File: src/rtl/decode_stage.sv
// decode_stage: instruction decode with register file, per-register
// pending-write scoreboard and a single execute output register.
// Optional feature: define DECODE_WB_BYPASS_EN to forward a same-cycle
// write-back into the decoded operands instead of stalling one cycle.
module decode_stage #(
  parameter int XLEN   = 32,
  parameter int NREGS  = 32,
  parameter int PEND_W = 2
) (
  input  logic            clk,
  input  logic            rst_n,
  input  logic            if_vld,
  output logic            if_rdy,
  input  logic [31:0]     if_inst,
  input  logic [XLEN-1:0] if_pc,
  input  logic            wb_vld,
  input  logic [31:0]     wb_inst,
  input  logic [XLEN-1:0] wb_dat,
  input  logic            flush,
  output logic            ex_vld,
  input  logic            ex_rdy,
  output logic [31:0]     ex_inst,
  output logic [XLEN-1:0] ex_pc,
  output logic [XLEN-1:0] ex_dat_a,
  output logic [XLEN-1:0] ex_dat_b,
  output logic [XLEN-1:0] ex_addr
);

  localparam int IW = (NREGS > 1) ? $clog2(NREGS) : 1;

  localparam logic [6:0] OP_LUI    = 7'b0110111;
  localparam logic [6:0] OP_AUIPC  = 7'b0010111;
  localparam logic [6:0] OP_JAL    = 7'b1101111;
  localparam logic [6:0] OP_BRANCH = 7'b1100011;
  localparam logic [6:0] OP_STORE  = 7'b0100011;
  localparam logic [6:0] OP_RR     = 7'b0110011;

  localparam logic [PEND_W:0] PEND_MAX = {1'b0, {PEND_W{1'b1}}};

  // An instruction writes a register unless it is a store/branch or targets x0.
  function automatic logic isWriter(input logic [31:0] inst);
    return (inst[6:0] != OP_STORE) && (inst[6:0] != OP_BRANCH) &&
           (inst[7 +: IW] != '0);
  endfunction

  logic [XLEN-1:0]   r_rf   [NREGS];
  logic [PEND_W-1:0] r_pend [NREGS];
  logic              r_exVld;
  logic [31:0]       r_exInst;
  logic [XLEN-1:0]   r_exPc, r_exDatA, r_exDatB, r_exAddr;

  logic [6:0]        w_opc;
  logic [IW-1:0]     w_rs1, w_rs2, w_rd, w_exRd, w_wbRd;
  logic              w_useRs1, w_useRs2, w_ifWriter, w_exWriter, w_wbWriter;
  logic              w_exInc, w_load, w_rdFull;
  logic              w_rs1Haz, w_rs2Haz, w_rs1ExHit, w_rs2ExHit;
  logic [PEND_W:0]   w_rdEffPend;
  logic [XLEN-1:0]   w_rs1Dat, w_rs2Dat, w_imm;
  logic signed [31:0] w_imm32;

  assign w_opc      = if_inst[6:0];
  assign w_rs1      = if_inst[15 +: IW];
  assign w_rs2      = if_inst[20 +: IW];
  assign w_rd       = if_inst[7 +: IW];
  assign w_exRd     = r_exInst[7 +: IW];
  assign w_wbRd     = wb_inst[7 +: IW];
  assign w_useRs1   = (w_opc != OP_LUI) && (w_opc != OP_AUIPC) && (w_opc != OP_JAL);
  assign w_useRs2   = (w_opc == OP_RR) || (w_opc == OP_STORE) || (w_opc == OP_BRANCH);
  assign w_ifWriter = isWriter(if_inst);
  assign w_exWriter = r_exVld && isWriter(r_exInst);
  assign w_wbWriter = wb_vld && isWriter(wb_inst);
  assign w_exInc    = w_exWriter && ex_rdy && !flush;

  assign w_rs1ExHit = w_exWriter && (w_exRd == w_rs1);
  assign w_rs2ExHit = w_exWriter && (w_exRd == w_rs2);

`ifdef DECODE_WB_BYPASS_EN
  logic w_rs1WbHit, w_rs2WbHit;
  assign w_rs1WbHit = w_wbWriter && (w_wbRd == w_rs1) && (r_pend[w_rs1] == PEND_W'(1));
  assign w_rs2WbHit = w_wbWriter && (w_wbRd == w_rs2) && (r_pend[w_rs2] == PEND_W'(1));
  assign w_rs1Haz = w_useRs1 && (w_rs1 != '0) &&
                    (w_rs1ExHit || ((r_pend[w_rs1] != '0) && !w_rs1WbHit));
  assign w_rs2Haz = w_useRs2 && (w_rs2 != '0) &&
                    (w_rs2ExHit || ((r_pend[w_rs2] != '0) && !w_rs2WbHit));
  assign w_rs1Dat = (w_rs1 == '0) ? '0 : (w_rs1WbHit ? wb_dat : r_rf[w_rs1]);
  assign w_rs2Dat = (w_rs2 == '0) ? '0 : (w_rs2WbHit ? wb_dat : r_rf[w_rs2]);
`else
  assign w_rs1Haz = w_useRs1 && (w_rs1 != '0) && (w_rs1ExHit || (r_pend[w_rs1] != '0));
  assign w_rs2Haz = w_useRs2 && (w_rs2 != '0) && (w_rs2ExHit || (r_pend[w_rs2] != '0));
  assign w_rs1Dat = (w_rs1 == '0) ? '0 : r_rf[w_rs1];
  assign w_rs2Dat = (w_rs2 == '0) ? '0 : r_rf[w_rs2];
`endif

  // The writer in the execute register has not been counted yet, so it is
  // added here; otherwise a fresh writer could be decoded behind it and the
  // counter would wrap when both reach execute acceptance.
  assign w_rdEffPend = {1'b0, r_pend[w_rd]} + {{PEND_W{1'b0}}, (w_exWriter && (w_exRd == w_rd))};
  assign w_rdFull    = w_ifWriter && (w_rdEffPend >= PEND_MAX);

  assign if_rdy = rst_n && !flush && (!r_exVld || ex_rdy) && !w_rs1Haz && !w_rs2Haz && !w_rdFull;
  assign w_load = if_vld && if_rdy;

  // Select and sign-extend the immediate format implied by the opcode.
  always_comb begin
    w_imm32 = {{20{if_inst[31]}}, if_inst[31:20]};
    case (w_opc)
      OP_LUI, OP_AUIPC: w_imm32 = {if_inst[31:12], 12'b0};
      OP_STORE:  w_imm32 = {{20{if_inst[31]}}, if_inst[31:25], if_inst[11:7]};
      OP_JAL:    w_imm32 = {{12{if_inst[31]}}, if_inst[19:12], if_inst[20], if_inst[30:21], 1'b0};
      OP_BRANCH: w_imm32 = {{20{if_inst[31]}}, if_inst[7], if_inst[30:25], if_inst[11:8], 1'b0};
      default:   w_imm32 = {{20{if_inst[31]}}, if_inst[31:20]};
    endcase
  end

  assign w_imm = XLEN'(w_imm32);

  // Execute register: flush wins, then a new load, then drain on ex_rdy.
  always_ff @(posedge clk or negedge rst_n) begin
    if (!rst_n) begin
      r_exVld  <= 1'b0;
      r_exInst <= '0;
      r_exPc   <= '0;
      r_exDatA <= '0;
      r_exDatB <= '0;
      r_exAddr <= '0;
    end else if (flush) begin
      r_exVld <= 1'b0;
    end else if (w_load) begin
      r_exVld  <= 1'b1;
      r_exInst <= if_inst;
      r_exPc   <= if_pc;
      r_exDatA <= w_rs1Dat;
      r_exDatB <= ((w_opc == OP_RR) || (w_opc == OP_STORE)) ? w_rs2Dat : w_imm;
      r_exAddr <= w_rs2Dat;
    end else if (ex_rdy) begin
      r_exVld <= 1'b0;
    end
  end

  // Register file written by write-back writers; x0 is never written.
  always_ff @(posedge clk or negedge rst_n) begin
    if (!rst_n) begin
      for (int i = 0; i < NREGS; i++) r_rf[i] <= '0;
    end else if (w_wbWriter) begin
      r_rf[w_wbRd] <= wb_dat;
    end
  end

  // Pending counters: count up at execute acceptance, down at write-back.
  always_ff @(posedge clk or negedge rst_n) begin
    if (!rst_n) begin
      for (int i = 0; i < NREGS; i++) r_pend[i] <= '0;
    end else begin
      for (int i = 0; i < NREGS; i++) begin
        if ((w_exInc && (w_exRd == IW'(i))) &&
            !(w_wbWriter && (w_wbRd == IW'(i)) && (r_pend[i] != '0)))
          r_pend[i] <= r_pend[i] + PEND_W'(1);
        else if (!(w_exInc && (w_exRd == IW'(i))) &&
                 (w_wbWriter && (w_wbRd == IW'(i)) && (r_pend[i] != '0)))
          r_pend[i] <= r_pend[i] - PEND_W'(1);
      end
    end
  end

  assign ex_vld   = r_exVld;
  assign ex_inst  = r_exInst;
  assign ex_pc    = r_exPc;
  assign ex_dat_a = r_exDatA;
  assign ex_dat_b = r_exDatB;
  assign ex_addr  = r_exAddr;

endmodule

File: config.mk
export PLATFORM = sky130hd
export DESIGN_NAME = decode_stage
export DESIGN_NICKNAME = d
export VERILOG_FILES = /design/src/rtl/decode_stage.sv
export SDC_FILE = /design/constraint.sdc
export NUM_CORES = 2
export LEC_CHECK = 0
export ABC_AREA = 1
export ABC_CLOCK_PERIOD_IN_PS = 3500
export CORE_MARGIN = 2
export CORE_UTILIZATION = 40
export CTS_CLUSTER_SIZE = 28
export DETAILED_ROUTE_END_ITERATION = 8
export PLACE_DENSITY = 0.68
export SKIP_CTS_REPAIR_TIMING = 1
export SYNTH_ARGS = -nofsm -noshare
export SYNTH_HDL_FRONTEND = slang
export SYNTH_SLANG_ARGS = --single-unit
File: constraint.sdc
create_clock -name clk -period 3.5 [get_ports clk]
set_input_delay 0.525 -clock clk [delete_from_list [all_inputs] [get_ports clk]]
set_output_delay 0.525 -clock clk [all_outputs]
set_load 0.005 [all_outputs]
==> run_results.csv <==
group,metric,value,unit
grt,use_met2,0.461,
grt,grt_use_met3,0.0704,
grt,grt_pass1_vias,65892,
detailed_routing,routed_wl,276000,um
yosys,synth_area_leaders,"dfrtp_1 (45%), nand2_1 (16%), o21ai_0 (11%), nand3_1 (8.1%), nor2_1 (3.7%)",
worst_setup_path,slowest_delay,0.40,ns
yosys,synthArstFlopShare,1.00,
floorplan,start_util,0.402,
detailed_routing,drc_errors,0,
worst_setup_path,endpoint_kind,"primary output",
power_and_ir_drop,vdd_drop_max,0.551,mV
detailed_routing,dr_total_vias,69815,
grt,met1_usage,0.399,
cts,clkTransAtPathRegs,0.06,ns
timing,fin_worst_skew,0.0238,ns
power_and_ir_drop,power.density,592,nW/um^2
timing,fmaxAchievable,0.261,GHz
yosys,syn_area,68700,um^2
finish,num-nets-final,9607,
power_and_ir_drop,total_power,46.9,mW
grt,grt_pass1_wl,416000,um
yosys,ys.flop_type,"dfrtp_1",
timing,maxSlewViolCount,0,
hold_path,hold_path_end,"ex_inst[16]",
timing,setup_violations,1,
detailed_routing,avgViaCountPerCell,5.93,
worst_setup_path,timing.rr.end,"ex_dat_a[13]",
detailed_routing,ant_nets,0,
finish,final_util,0.463,
placed_design,io_buffers,274,
timing,period_share,1.09,
worst_setup_path,r2r_cells,16,
worst_setup_path,crit_buf_inv,2,
status,status,"finished with violations",
cts,cts-root-buf,"clkbuf_16",
yosys,avgSynthCellArea,7.22,um^2
floorplan,fp.dieArea,175000,um^2
yosys,ys_seq_area_frac,0.455,
worst_setup_path,worstPathCellList,"inv_2 -> o21ai_0 -> a21oi_1 -> a211oi_2 -> o311ai_2 -> o21ai_1 -> ha_2 -> ha_4 -> a21oi_2 -> a311o_1 -> nand2_2 -> a21oi_4 -> and2_4 -> clkbuf_2",
yosys,yosys_warnings,0,
timing,finalHoldViolCount,0,
yosys,synth_top_area_frac,0.455,
hold_path,min_path_type,"in2reg",
timing,final_critical_path_setup_slack,-0.331,ns
timing,worst_slew_pin_slew,1.24,ns
finish,drive_above_1_share,0.0702,
worst_setup_path,crit_family,"compound AO/OA/AOI/OAI gates",
cts,cts_buffers,141,
worst_setup_path,cp.arrival,3.31,ns
worst_setup_path,reg2reg_slack,0.22,ns
grt,grt_antenna_before_repair,10,
grt,grt_overflow,0,
cts,cts_tree,"built",
grt,busiest_layer,"met2",
cts,clock_latency,0.81,ns
cts,cts_buffer_depth,3,
floorplan,fp.dieH,419,um
floorplan,ioPinCount,296,
worst_setup_path,crit_slowest_cell,"dfrtp_1",
yosys,ys_ff_latch,1249,
floorplan,rows,152,
worst_setup_path,critical_path_class,"reg2out",
cts,cts.sinks,1249,
placed_design,place_ws,-1.01,ns
run,drv_cap,0,
timing,slew_headroom,0.163,
grt,grt_usage,0.309,
worst_setup_path,r2r-start,"r_pend[14]",
yosys,syn_inst,9525,
detailed_routing,first_pass_iters,8,
timing,holdWs,0.0897,ns
floorplan,fp.dieW,419,um
hold_path,min_from,"if_inst[16]",
yosys,synth_edf_count,0,
yosys,synth_top_cell_by_area,"dfrtp_1",
cts,cts_max_level,4,
hold_path,hold_depth,3,
finish,nFillCells,16689,
floorplan,core-area,171000,um^2
placed_design,hpwl,167000,um
status,violations,"setup timing",
worst_setup_path,required,2.97,ns
grt,grt_max_degree,184,
detailed_routing,wl_per_cell,23.4,um
placed_design,routabilityCongestion,0.926,
yosys,syn_nets,9693,
worst_setup_path,crit_fanout,2,
finish,syn_to_final_growth,15.3,%
detailed_routing,drt_iter0_drc,10086,
power_and_ir_drop,p_leak,36.3,nW
timing,min_period,3.83,ns
worst_setup_path,cp-start-kind,"flop",
yosys,yosysUniqueCellTypes,42,
timing,rsz0062_at_grt,"true",
## how the worst max path moves through the flow
stage / start / end / slack [ns] / cells past startpoint
floorplan: if_inst[7] / if_rdy / 0.08 / 15
global placement: if_inst[7] / if_rdy / -1.05 / 15
detailed placement: if_inst[7] / if_rdy / -1.01 / 15
CTS: r_pend[14] / if_rdy / -1.15 / 14
global route: r_pend[50] / if_rdy / -0.52 / 14
finish: r_pend[14] / if_rdy / -0.33 / 14
## state kept, by name, indices dropped and copies added, names as in the netlist
name,count
ex_pc,32
ex_dat_a,32
r_rf,1024
ex_dat_b,32
ex_inst,32
ex_vld,1
ex_addr,32
r_pend,64
## metrics by stage
step | std cells | TNS (ns) | area (um^2)
3_5_place_dp | 11523 | -122.76 | 74600
2_1_floorplan | 9525 | 0 | 68700
4_1_cts | 11770 | -14.49 | 79100
5_1_grt | 11780 | -1.97 | 79300
6_report | 11783 | -0.331 | 79300
3_3_place_gp | 11523 | -125.51 | 74600
## cell type report
type	instances	area, um^2	share of cell area
diodes	7	17.5	0.000221
clock buffers	201	4060	0.0512
clock inverters	46	492	0.00620
inverters	286	1110	0.0140
multi-input cells	7119	32700	0.413
flip-flops and latches	1249	31300	0.394
well taps	2233	2790	0.0352
repair buffers	642	6850	0.0864
## report_power, final
part           switching [mW]  internal [mW]
registers                2.58           17.7
clock network            6.39           8.54
logic                    6.77           4.90
## metal layers
metal / vias to the layer above / part of all wire
met1: 33303 / 0.38
li1: 31390 / -
met4: 12 / 0.073
met2: 4234 / 0.43
met5: - / 0.00030
met3: 876 / 0.11
## Yosys cell counts (3+ instances only)
library cell and instances:
ha_1 34, buf_1 70, nand3_1 1108, nor3_1 13
o221ai_1 65, nor2_2 3, nand4_1 174, nor2_1 673
dfrtp_1 1249, o211ai_1 140, and3_1 24, inv_1 252
a21oi_1 222, o22ai_1 7, xor2_1 32, inv_2 31
nand2_1 2998, buf_4 26, buf_6 22, o21ai_1 81
clkinv_1 3, xnor2_1 46, o31ai_1 21, clkbuf_1 508
buf_2 244, o21ai_0 1457
## placed cells by master (no fill, tap or decap), types with 5 or more instances in the layout
cell type,instances
nand2_1,2997
o21ai_0,1449
dfrtp_1,1249
nand3_1,1107
nor2_1,666
buf_4,261
clkdlybuf4s50_1,259
inv_1,243
a21oi_1,219
nand4_1,174
clkbuf_16,145
o211ai_1,140
buf_12,104
o21ai_1,85
o221ai_1,64
xnor2_1,46
inv_2,33
clkbuf_1,33
xor2_1,32
ha_1,32
clkinv_2,25
and3_1,24
clkbuf_8,24
o31ai_1,21
nor3_1,12
nor2_2,8
inv_6,8
diode_2,7
o22ai_1,7
bufinv_16,6
buf_6,5
## cells by family (layout without fill, tap and decap cells)
| kind of cell | count (synthesis) | after routing | share of synthesized area |
|---|---|---|---|
| DFF | 1249 | 1249 | 0.455 |
| adders and majority gates | 34 | 34 | 0.00619 |
| xor gates and xnor gates | 78 | 78 | 0.00994 |
| buffers and inverters | 1157 | 1175 | 0.0715 |
| AOI/OAI and AO/OA | 2004 | 2004 | 0.156 |
| other | 2 | 9 | 0.000109 |
| and+or+nand+nor | 5001 | 5001 | 0.301 |
## worst reg2reg max path, cell delays in order, from the launching register on
cell      delay [ns]
dfrtp_1         0.40
inv_2           0.08
o21ai_0         0.07
a21oi_1         0.16
a211oi_2        0.06
o311ai_2        0.29
o21ai_1         0.13
ha_2            0.22
ha_4            0.24
a21oi_2         0.11
a311o_1         0.17
nand2_2         0.13
a21oi_4         0.13
buf_4           0.35
buf_12          0.34
nand4_1         0.22
nand2_1         0.11
(Power assumes the default switching activity.)
